### config.mk
export PLATFORM = sky130hd
export DESIGN_NAME = counting_sched
export DESIGN_NICKNAME = d
export VERILOG_FILES = /design/src/rtl/counting_pkg.sv /design/src/rtl/counting_step.sv /design/src/rtl/counting_sched.sv
export SDC_FILE = /design/constraint.sdc
export NUM_CORES = 1
export LEC_CHECK = 0
export ABC_AREA = 1
export CAP_MARGIN = 20
export CORE_AREA = 5 5 55 57
export CTS_CLUSTER_SIZE = 8
export DETAILED_ROUTE_END_ITERATION = 7
export DIE_AREA = 0 0 60 62
export GPL_TIMING_DRIVEN = 0
export PLACE_DENSITY = 0.92
export SYNTH_ARGS = -nofsm -noshare
export SYNTH_HDL_FRONTEND = slang
export SYNTH_SLANG_ARGS = --single-unit
### constraint.sdc
create_clock -name clk -period 7.53 [get_ports clk]
set_clock_uncertainty 0.15 [all_clocks]
set_input_delay 0.753 -clock clk [delete_from_list [all_inputs] [get_ports clk]]
set_output_delay 0.753 -clock clk [all_outputs]
set_load 0.05 [all_outputs]
### src/rtl/counting_pkg.sv
// Shared types and constants for the round-robin "1,2,3" sequence detector
// (counting_sched and counting_step).
package counting_pkg;

   typedef enum logic [1:0] {
      S0 = 2'b00,
      S1 = 2'b01,
      S2 = 2'b10,
      S3 = 2'b11
   } state_e;

   localparam logic [1:0] SYM1 = 2'd1;
   localparam logic [1:0] SYM2 = 2'd2;
   localparam logic [1:0] SYM3 = 2'd3;

   // Modular add for channel indices; both operands are already below n.
   function automatic int wrap_add(input int a, input int b, input int n);
      int s;
      s = a + b;
      return (s >= n) ? s - n : s;
   endfunction

endpackage

### src/rtl/counting_step.sv
// Combinational next-state function of the shared "1,2,3" detector.
// hit_o flags a transition into S3.
module counting_step
   import counting_pkg::*;
(
   input  state_e     state_i,
   input  logic [1:0] num_i,
   output state_e     next_o,
   output logic       hit_o
);

   always_comb begin
      // NOTE: default assigned first so no path leaves next_o unassigned (no latch).
      next_o = S0;
      case (state_i)
         S0: if (num_i == SYM1) next_o = S1;
         S1: begin
            if (num_i == SYM1)      next_o = S1;
            else if (num_i == SYM2) next_o = S2;
         end
         S2: begin
            if (num_i == SYM3)      next_o = S3;
            else if (num_i == SYM1) next_o = S1;
         end
         S3: if (num_i == SYM1) next_o = S1;
         default: next_o = S0;
      endcase
   end

   assign hit_o = (next_o == S3);

endmodule

### src/rtl/counting_sched.sv
// Round-robin scheduler sharing one "1,2,3" detector among NCH channels.
// Optional per-channel saturating hit counters when COUNTING_HIT_CNT_EN is defined.
module counting_sched
   import counting_pkg::*;
#(
   parameter  int NCH   = 4,
   parameter  int CNT_W = 8,
   localparam int CW    = $clog2(NCH)
) (
   input  logic             clk,
   input  logic             rst_n,
   input  logic [NCH-1:0]   req_valid,
   input  logic [2*NCH-1:0] req_num,
   output logic [NCH-1:0]   req_ready,
   input  logic             clr_valid,
   input  logic [CW-1:0]    clr_ch,
   output logic             hit_valid,
   output logic [CW-1:0]    hit_ch
`ifdef COUNTING_HIT_CNT_EN
   ,
   input  logic [CW-1:0]    cnt_sel,
   output logic [CNT_W-1:0] cnt_rdata
`endif
);

   if (NCH < 2 || NCH > 16 || CNT_W < 1) begin : g_param_check
      $error("counting_sched: NCH must be 2..16 and CNT_W >= 1");
   end

   state_e           state_q [NCH];
   state_e           state_d [NCH];
   logic [CW-1:0]    rr_ptr_q, rr_ptr_d;
   logic             hit_valid_q, hit_valid_d;
   logic [CW-1:0]    hit_ch_q, hit_ch_d;

   logic             clr_en;
   logic [NCH-1:0]   clr_mask, avail, grant_oh;
   logic [1:0]       sym_arr [NCH];
   logic [CW-1:0]    arb_idx, grant_ch;
   logic             grant_any;
   logic [1:0]       grant_sym;
   state_e           step_next;
   logic             step_hit;

   assign clr_en = clr_valid && (int'(clr_ch) < NCH);

   always_comb begin
      clr_mask = '0;
      if (clr_en) clr_mask[clr_ch] = 1'b1;
   end

   assign avail = req_valid & ~clr_mask;

   always_comb begin
      for (int i = 0; i < NCH; i++) sym_arr[i] = req_num[2*i +: 2];
   end

   // First qualifying channel at or after rr_ptr, wrapping around.
   always_comb begin
      grant_any = 1'b0;
      grant_ch  = '0;
      grant_oh  = '0;
      arb_idx   = '0;
      for (int k = 0; k < NCH; k++) begin
         arb_idx = CW'(wrap_add(int'(rr_ptr_q), k, NCH));
         if (!grant_any && avail[arb_idx]) begin
            grant_any         = 1'b1;
            grant_ch          = arb_idx;
            grant_oh[arb_idx] = 1'b1;
         end
      end
   end

   assign grant_sym = sym_arr[grant_ch];
   assign req_ready = rst_n ? grant_oh : '0;

   counting_step u_step (
      .state_i (state_q[grant_ch]),
      .num_i   (grant_sym),
      .next_o  (step_next),
      .hit_o   (step_hit)
   );

   always_comb begin
      state_d     = state_q;
      rr_ptr_d    = rr_ptr_q;
      hit_valid_d = grant_any && step_hit;
      hit_ch_d    = hit_ch_q;
      if (grant_any) begin
         state_d[grant_ch] = step_next;
         rr_ptr_d          = CW'(wrap_add(int'(grant_ch), 1, NCH));
         if (step_hit) hit_ch_d = grant_ch;
      end
      if (clr_en) state_d[clr_ch] = S0;
   end

   always_ff @(posedge clk) begin
      if (!rst_n) begin
         // NOTE: the state array is reset because every channel must restart in S0.
         for (int i = 0; i < NCH; i++) state_q[i] <= S0;
         rr_ptr_q    <= '0;
         hit_valid_q <= 1'b0;
         hit_ch_q    <= '0;
      end else begin
         // NOTE: non-blocking for all registered state; blocking only in always_comb.
         state_q     <= state_d;
         rr_ptr_q    <= rr_ptr_d;
         hit_valid_q <= hit_valid_d;
         hit_ch_q    <= hit_ch_d;
      end
   end

   assign hit_valid = hit_valid_q;
   assign hit_ch    = hit_ch_q;

`ifdef COUNTING_HIT_CNT_EN
   logic [CNT_W-1:0] cnt_q [NCH];
   logic [CNT_W-1:0] cnt_d [NCH];

   // Saturating count; a cleared channel is never granted in the same cycle.
   always_comb begin
      cnt_d = cnt_q;
      if (grant_any && step_hit && (cnt_q[grant_ch] != '1))
         cnt_d[grant_ch] = cnt_q[grant_ch] + 1'b1;
      if (clr_en) cnt_d[clr_ch] = '0;
   end

   always_ff @(posedge clk) begin
      if (!rst_n) begin
         for (int i = 0; i < NCH; i++) cnt_q[i] <= '0;
      end else begin
         cnt_q <= cnt_d;
      end
   end

   assign cnt_rdata = (int'(cnt_sel) < NCH) ? cnt_q[cnt_sel] : '0;
`endif

endmodule

**Yosys cells after proc, flatten, opt, wreduce, memory -nomap -nowiden**

Cells that the tools add are included.

- Flip-flop bits (word level): 13
- Output and inout bits: 7
- Logic and storage cells: 123

- Add/sub/neg operators: 9
- Magnitude comparators: 19
- Equality and inequality tests: 7
- Multiplexer cells: 55
- Bitwise operators: 9
- Reductions and logical operators: 17

Operators by type and width:

| cell | number |
|---|---|
| 2-bit 2-to-1 mux | 18 |
| 4-bit 2-to-1 mux | 6 |
| 3-bit greater-or-equal comparator (second input constant) | 6 |
| 8-bit 2-to-1 mux | 2 |
| 2-bit by 3-bit < comparator with 1-bit output (second input constant) | 5 |
| 1-bit 2-to-1 mux | 14 |
| 4-bit bitwise OR | 3 |
| 1-bit logical AND | 11 |
| 1-bit demux with 2-bit select | 5 |
| 2-bit == test (second input constant) | 5 |
| 2-bit by 1-bit greater-or-equal comparator with 1-bit output (second input constant) | 5 |
| 2-bit by 1-bit subtractor with 2-bit output (second input constant) | 5 |
| 8-bit AND | 1 |
| 1-bit binary-select mux with 2-bit select | 4 |
| 2-bit binary-select mux with 2-bit select | 2 |
| 8-bit bitwise mux | 1 |
| 2-bit demux with 2-bit select | 2 |
| 8-bit inverter | 1 |
| 2-bit by 1-bit adder with 3-bit output (second input constant) | 2 |
| 2-bit by 2-bit adder with 3-bit output (second input constant) | 2 |
| 3-bit by 1-bit < comparator with 1-bit output (second input constant) | 2 |
| 2-bit inverter with 3-bit output | 2 |
| 2-bit one-hot mux with 3 select lines | 1 |
| 4-bit AND | 1 |
| other kinds (7) | 10 |

**Longest topological paths before layout**

- Word-level depth: 31
- Depth in mapped cells: 20

**Modules after synthesis**

From an unflattened synthesis, not the netlist that was laid out.

- Cell total of the unflattened synthesis: 215
- Area, all modules: 1271.2 um^2

Modules (own cells, without submodules):

| module | instances | cells an instance | area each (um^2) |
|---|---|---|---|
| counting_sched | 1 | 199 | 1186.1 |
| counting_step | 1 | 16 | 85.1 |

**Least setup slack after synthesis**

No wires, ideal clock.

- Path type: register -> output
- Start: register rr_ptr_q[0]
- End: output port req_ready[0]
- Arrival: 2476 ps
- Slack: 4151 ps
- Cell stages (with the launch flop): 10
- Path buffers: 0
- Path through: dfxtp_1 -> inv_2 -> ha_1 -> inv_1 -> nand3_1 -> nand2_1 -> nand3_2 -> nor2_4 -> nand2_1 -> a41oi_1

- Cells in the longest elaborated chain, start to end: 15
- Elaborated cells on any way between the ends: 60
- Classes of those cells: add/sub: 7; order compare: 12; mux: 28; bitwise: 3; reduce/logical: 10

Ends and longest elaborated chain:

| item | line | RTL |
|---|---|---|
| start: declaration | counting_sched.sv:32 | `logic [CW-1:0] rr_ptr_q, rr_ptr_d;` |
| start signal: assignment | counting_sched.sv:107 | `rr_ptr_q <= rr_ptr_d;` |
| parallel branches: the longest is 13 deep, another holds 2-bit by 1-bit adder with 3-bit output | - |  |
| 4-bit 2-to-1 mux (*) | counting_sched.sv:66 | `if (!grant_any && avail[arb_idx]) begin` |
| 4-bit 2-to-1 mux (*) | counting_sched.sv:75 | `assign req_ready = rst_n ? grant_oh : '0;` |
| end: declaration | counting_sched.sv:14 | `output logic [NCH-1:0] req_ready,` |

Mark *: on every way between the ends. The select of a mux whose other input is x is not followed.

**Worst setup path after layout**

- Start: input port clr_ch[1]
- End: output port req_ready[3]

- Cells in the longest elaborated chain, start to end: 20
- Elaborated cells on any way between the ends: 33
- Classes of those cells: order compare: 2; mux: 19; bitwise: 5; reduce/logical: 7

Ends and longest elaborated chain:

| item | line | RTL |
|---|---|---|
| start: declaration | counting_sched.sv:16 | `input logic [CW-1:0] clr_ch,` |
| 2-bit by 3-bit < comparator with 1-bit output (not written as such) / 2-bit by 1-bit greater-or-equal comparator with 1-bit output (equally long branches) | counting_sched.sv:49 | `if (clr_en) clr_mask[clr_ch] = 1'b1;` |
| 1-bit logical AND (not written as such) | counting_sched.sv:49 |  |
| 1-bit 2-to-1 mux (not written as such) | counting_sched.sv:49 |  |
| 1-bit demux with 2-bit select (*) | counting_sched.sv:49 |  |
| 4-bit 2-to-1 mux (*) | counting_sched.sv:49 |  |
| 4-bit inverter (*) | counting_sched.sv:52 | `assign avail = req_valid & ~clr_mask;` |
| 4-bit AND (*) | counting_sched.sv:52 |  |
| 1-bit binary-select mux with 2-bit select | counting_sched.sv:66 |  |
| [4 not listed] | - |  |
| 1-bit 2-to-1 mux | counting_sched.sv:66 |  |
| 1-bit zero test | counting_sched.sv:66 |  |
| 1-bit logical AND | counting_sched.sv:66 |  |
| 1-bit 2-to-1 mux | counting_sched.sv:66 |  |
| 1-bit zero test | counting_sched.sv:66 |  |
| 1-bit logical AND | counting_sched.sv:66 |  |
| 4-bit 2-to-1 mux (*) | counting_sched.sv:66 |  |
| 4-bit 2-to-1 mux (*) | counting_sched.sv:75 |  |

Mark *: on every way between the ends. The rest lies on a longest branch, timed or not. The select of a mux whose other input is x is not followed.

==> flow_metrics.tcl <==
set metrics [dict create \
    status "finished, final reports clean" \
    synth.area.top_cells "dfxtp_1, nand2_1, ha_1, nand3_1, inv_1" \
    fill_cells 208 \
    synth_edf_count 0 \
    cts_resized 0 \
    synth_seq_cells 13 \
    syn_area_per_cell_um2 6.33 \
    drt.antenna.violating_nets 0 \
    syn_inst 214 \
    nets 272 \
    first_pass_iters 5 \
    multi_input_area_um2 945 \
    clk_path_buf_depth 2 \
    dieArea_um2 3720 \
    synth.cell_area_um2 1360 \
    first_global_vias 1263 \
    antenna_found_initial 0 \
    critPathKind "input port to primary output" \
    syn_nets 245 \
    die_y_um 62 \
    clockRootBuffer "clkbuf_4" \
    remaining_drc_errors 0 \
    maxCapViolCount 0 \
    synth-async-reset-ratio_pct 0 \
    cts.sinks 13 \
    synth.distinct_cells 27 \
    pin_count 24 \
    required_ps 6630 \
    finalHoldViolCount 0 \
    diodes 0 \
    die_w_um 60 \
    synth_top_area_share_pct 19.2 \
    clk-insertion-delay-late_ps 280 \
    hold_class "flop to flop" \
    rrSetupSlack_ps 3980 \
    core_area_um2 2430 \
    gp_congestion 0.829 \
    rr_endpoint "hit_ch[0]" \
    cp_max_fo 10 \
    syn_to_final_growth_pct 21.0 \
    drt_iter0_drc 30 \
    place_area_um2 1610 \
    dpl_worst_slack_ps 3340 \
    tritoncts "done" \
    start_util_pct 55.7 \
    via_per_inst 5.31 \
    setup_slack_ps 3320 \
    yosysSeqAreaShare_pct 19.2 \
    slew_violations 0 \
    min_path_cells 2 \
    final_cell_mix "nand2_1, inv_1, nand3_1" \
    post_drt_wl_per_cell_um 11.2 \
    worstMarginPinSlew_ps 501 \
    cp.arrival_ps 3310 \
    dpl.hpwl_um 2380 \
    cp-start-kind "input port" \
    clk_pin_slew_ps 70 \
    grt_overflow 0 \
    fp-row-count 18 \
    hold_path_end "hit_ch[0]" \
    track_usage_pct 18.1 \
    layout_commonest_cell "nand2_1" \
    cts_setup_buffers 0 \
    vias 1434 \
    ys_warn_count 0 \
    maxSlewHeadroom_pct 66.5 \
    io_buffer_count 22 \
    postLayoutCoreUtil_pct 67.4 \
    grt_start_max_net_pins 12 \
    yosysTopAreaCell "dfxtp_1" \
    fin_crit_sh_pct 55.9 \
    fin_tns_setup_ps 0 \
    min_period_ps 4210 \
    grt_pass1_wl_um 5240 \
    hold_buffers 0 \
    critPathCaptureType "primary output" \
    reg2reg_depth 19 \
    synth_flop_cell "dfxtp_1" \
    finalSetupViolCount 0 \
    h-tree-depth 1 \
    drt-total-wl_um 3020 \
    drive_above_1_share_pct 9.58 \
    reg2reg_from "rr_ptr_q[0]" \
    min_from "hit_ch[0]" \
    clock.fmax_ghz 0.237 \
    cts_buffers 3 \
    design_area_um2 1640 \
    rsz0062_at_grt "no" \
    seqCellArea_um2 260 \
]
[through the flow]
step                hold slack, ps  std cells
finish                         319        270
global route                   341        270
CTS                            327        270
detailed placement             316        266
global placement               301        266
floorplan                      336        214
[how the worst max path moves through the flow]
stage / cells past startpoint / to / startpoint
detailed placement: 11 / req_ready[2] / clr_ch[1]
CTS: 11 / req_ready[2] / clr_ch[1]
finish: 11 / req_ready[3] / clr_ch[1]
global placement: 11 / req_ready[0] / clr_ch[0]
global route: 11 / req_ready[2] / clr_ch[1]
floorplan: 9 / req_ready[0] / rr_ptr_q[0]
[kinds of logic (layout without fill, tap and decap cells)]
group / Yosys count / count (layout) / synth area share, %
buffers and inverters: 38 / 64 / 11.1
adders and majority gates: 14 / 14 / 12.9
and+or+nand+nor: 119 / 119 / 42.0
AOI/OAI and AO/OA: 30 / 30 / 14.8
DFF: 13 / 13 / 19.2
[critical path, cell delays in order]
cell	delay, ps
clkdlybuf4s50_1	510
nand3_1	160
nand3_1	160
nand3_1	110
nand2_2	110
buf_6	140
nand3_1	140
inv_1	150
nand2_1	70
a41oi_1	180
clkdlybuf4s50_1	830
[flip-flops by register name (all words and copies together), names as in the netlist]
| signal | count |
|---|---|
| hit_ch | 2 |
| state_q | 8 |
| hit_valid | 1 |
| rr_ptr_q | 2 |
[synthesized netlist by cell type (4+ instances only)]
| cell | number |
|---|---|
| a41oi_1 | 4 |
| dfxtp_1 | 13 |
| nand2_2 | 4 |
| o21ai_1 | 5 |
| a21oi_1 | 11 |
| ha_1 | 14 |
| inv_1 | 33 |
| o21bai_1 | 4 |
| nand3_1 | 32 |
| nand3_2 | 4 |
| nor2_1 | 19 |
| nand2_1 | 48 |
[layout make-up]
class,instances,share of cell area (%)
clock buffer,4,1.60
tap,30,2.29
buffer,2,0.916
timing repair buffer,22,13.4
inverter,36,8.24
sequential,13,15.9
multi-input combinational,163,57.6
[routing by layer]
layer / track usage [%] / up-vias / share of wire (%)
li1: - / 753 / -
met1: 23.8 / 629 / 47
met5: 0 / - / 0
met4: 6.01 / 0 / 1.6
met3: 2.27 / 5 / 7.8
met2: 30.6 / 47 / 44
Power is left out: the tool's default activity adds up to more than one toggle a clock period on the data nets, which glitch-free logic cannot reach.
==> patch (same settings) <==
`NCH`: 4 -> 2.
--- a/src/rtl/counting_sched.sv
+++ b/src/rtl/counting_sched.sv
@@ -4,5 +4,5 @@
    import counting_pkg::*;
 #(
-   parameter  int NCH   = 4,
+   parameter  int NCH   = 2,
    parameter  int CNT_W = 8,
    localparam int CW    = $clog2(NCH)
Interface: changed (5 resized); port bits go from 24 to 14. The function was not compared with the original's and may differ.
==> patch against the unedited design <==
Via count shrank 63%; worst setup slack gained 0.62 ns; sequential cell count shrank 6; design area shrank 55%; hold slack gained 0.0092 ns; core utilization shrank 37 points; first-iteration DRC count shrank 87%; non-clock buffer count shrank 10; wire length shrank 63%; synthesized area shrank 60%; critical path type unchanged.
Power is left out: it rests on default switching activity, and per cell area and clock period it moved more than threefold.
==> patch: results (changes against the unedited design) <==
HPWL_UM=963  # -60%
POST_ROUTE_CELLS_DRIVE_ABOVE_1_SHARE_PCT=15.7  # +6.1 points
FIRST_GLOBAL_VIAS=516  # -59%
OUTCOME='complete, no violations'
NFILLCELLS=275  # +32%
POSTCTSRESIZEDCELLS=0  # unchanged
WORSTREGTOREGCELLS=15  # -4
PATH_CLK_SLEW_NS=0.05  # -0.02 ns
SEQUENTIAL_CELL_AREA_FRACTION_IN_THE_YOSYS_REPORT_PCT=26.2  # +7.0 points
SYNTH.TOP_CELLS.BY_AREA='dfxtp_1 (26%), inv_1 (15%), nand2_1 (15%)'
CRIT_SLOWEST_CELL='clkdlybuf4s50_1'
WORST_HOLD_PATH.ENDPOINT='state_q[1]'
GP_CONGESTION=0.741  # -11%
TIMING.RR.START='rr_ptr_q'
WORST_HOLD_STARTPOINT='state_q[1]'
ROUTED_WIRE_LENGTH_PER_INSTANCE_UM=8.41  # -25%
HTREE_LEVELS=1  # unchanged
GRT_MAX_DEGREE=11  # -1
DRTITER0DRC=4  # -87%
SYNTH_NETS=97  # -60%
VIAS=537  # -63%
CELL_VARIETY_AFTER_SYNTH=18  # -33%
GRT_USAGE_PCT=7.34  # -11 points
FIN_NETS=115  # -58%
LARGEST_REGISTER_FFS=4  # -4
WORSTSKEWPAIRLATENCY_NS=0.25  # -0.03 ns
SYNTH_COMMON_CELLS='inv_1 (21), nand2_1 (21), dfxtp_1 (7), nor2_1 (7), nand3_1 (6)'
MIN-DELAY-PATH-CLASS='flop to flop'
GLOBAL_ROUTE_WIRE_LENGTH_BEFORE_REPAIR_UM=2010  # -62%
PLACEMENT.IO_BUFFERS=13  # -41%
FIRST_PASS_ITERS=4  # -1
R2R_SETUP_SLACK_NS=5.49  # +1.51 ns
WORSTMARGINPINSLEW_NS=0.498  # -0.00255 ns
CRITPATHARRIVALTIME_NS=2.69  # -0.62 ns
patch: cell count changes in the layout (fill, tap and decap cells not counted), sizes merged, moves of 8 or more:
cell,delta
nand2,-27
nand3,-26
nor2,-16
inv,-14
ha,-12
clkdlybuf4s50,-9
a21oi,-8
patch: cell families after synthesis:
group,Yosys count,synth area share (%)
and+or+nand+nor,45,41.4
buffers and inverters,23,17.5
AOI/OAI and AO/OA,8,10.3
DFF,7,26.2
adders and majority gates,2,4.67
patch: per-layer routing:
metal | routed length (um) | up-vias | part of all wire, % | track usage (%)
met3 | 57 | 0 | 5.1 | 3.10
li1 | - | 288 | - | -
met2 | 590 | 10 | 53 | 13.6
met1 | 462 | 239 | 42 | 7.27
met4 | 0 | 0 | 0 | 2.85
met5 | 0 | - | 0 | 0
patch: layout make-up:
type | instances | area share, %
multi-input cells | 55 | 41.3
flip-flops and latches | 7 | 19.2
repair buffers | 13 | 17.8
inverters | 22 | 11.3
well taps | 30 | 5.15
clock buffers | 4 | 3.60
plain buffers | 1 | 1.54
patch: worst max path at each step:
stage	from	endpoint	cells after the start
final	clr_valid	req_ready[1]	6
after global routing	clr_valid	req_ready[1]	6
after CTS	clr_valid	req_ready[1]	6
after detailed placement	clr_valid	req_ready[1]	6
after global placement	clr_valid	req_ready[1]	6
after floorplan	req_valid[1]	req_ready[0]	4
patch: through the flow:
stage | hold slack, ns | instance area [um^2] | util (%) | setup WS [ns] | std cells
6_report | 0.328 | 729 | 30.0 | 3.94 | 132
2_1_floorplan | 0.305 | 536 | - | 4.54 | 85
5_1_grt | 0.362 | 729 | 30.0 | 3.80 | 132
3_5_place_dp | 0.321 | 703 | 28.9 | 3.92 | 128
3_3_place_gp | 0.315 | 703 | 28.9 | 3.94 | 128
4_1_cts | 0.329 | 729 | 30.0 | 3.92 | 132
patch: worst max-delay path: cells and delay by family:
family          cells  cell delay (ns)
buf+inv             3             1.43
compound gates      1             0.26
simple gates        2             0.23
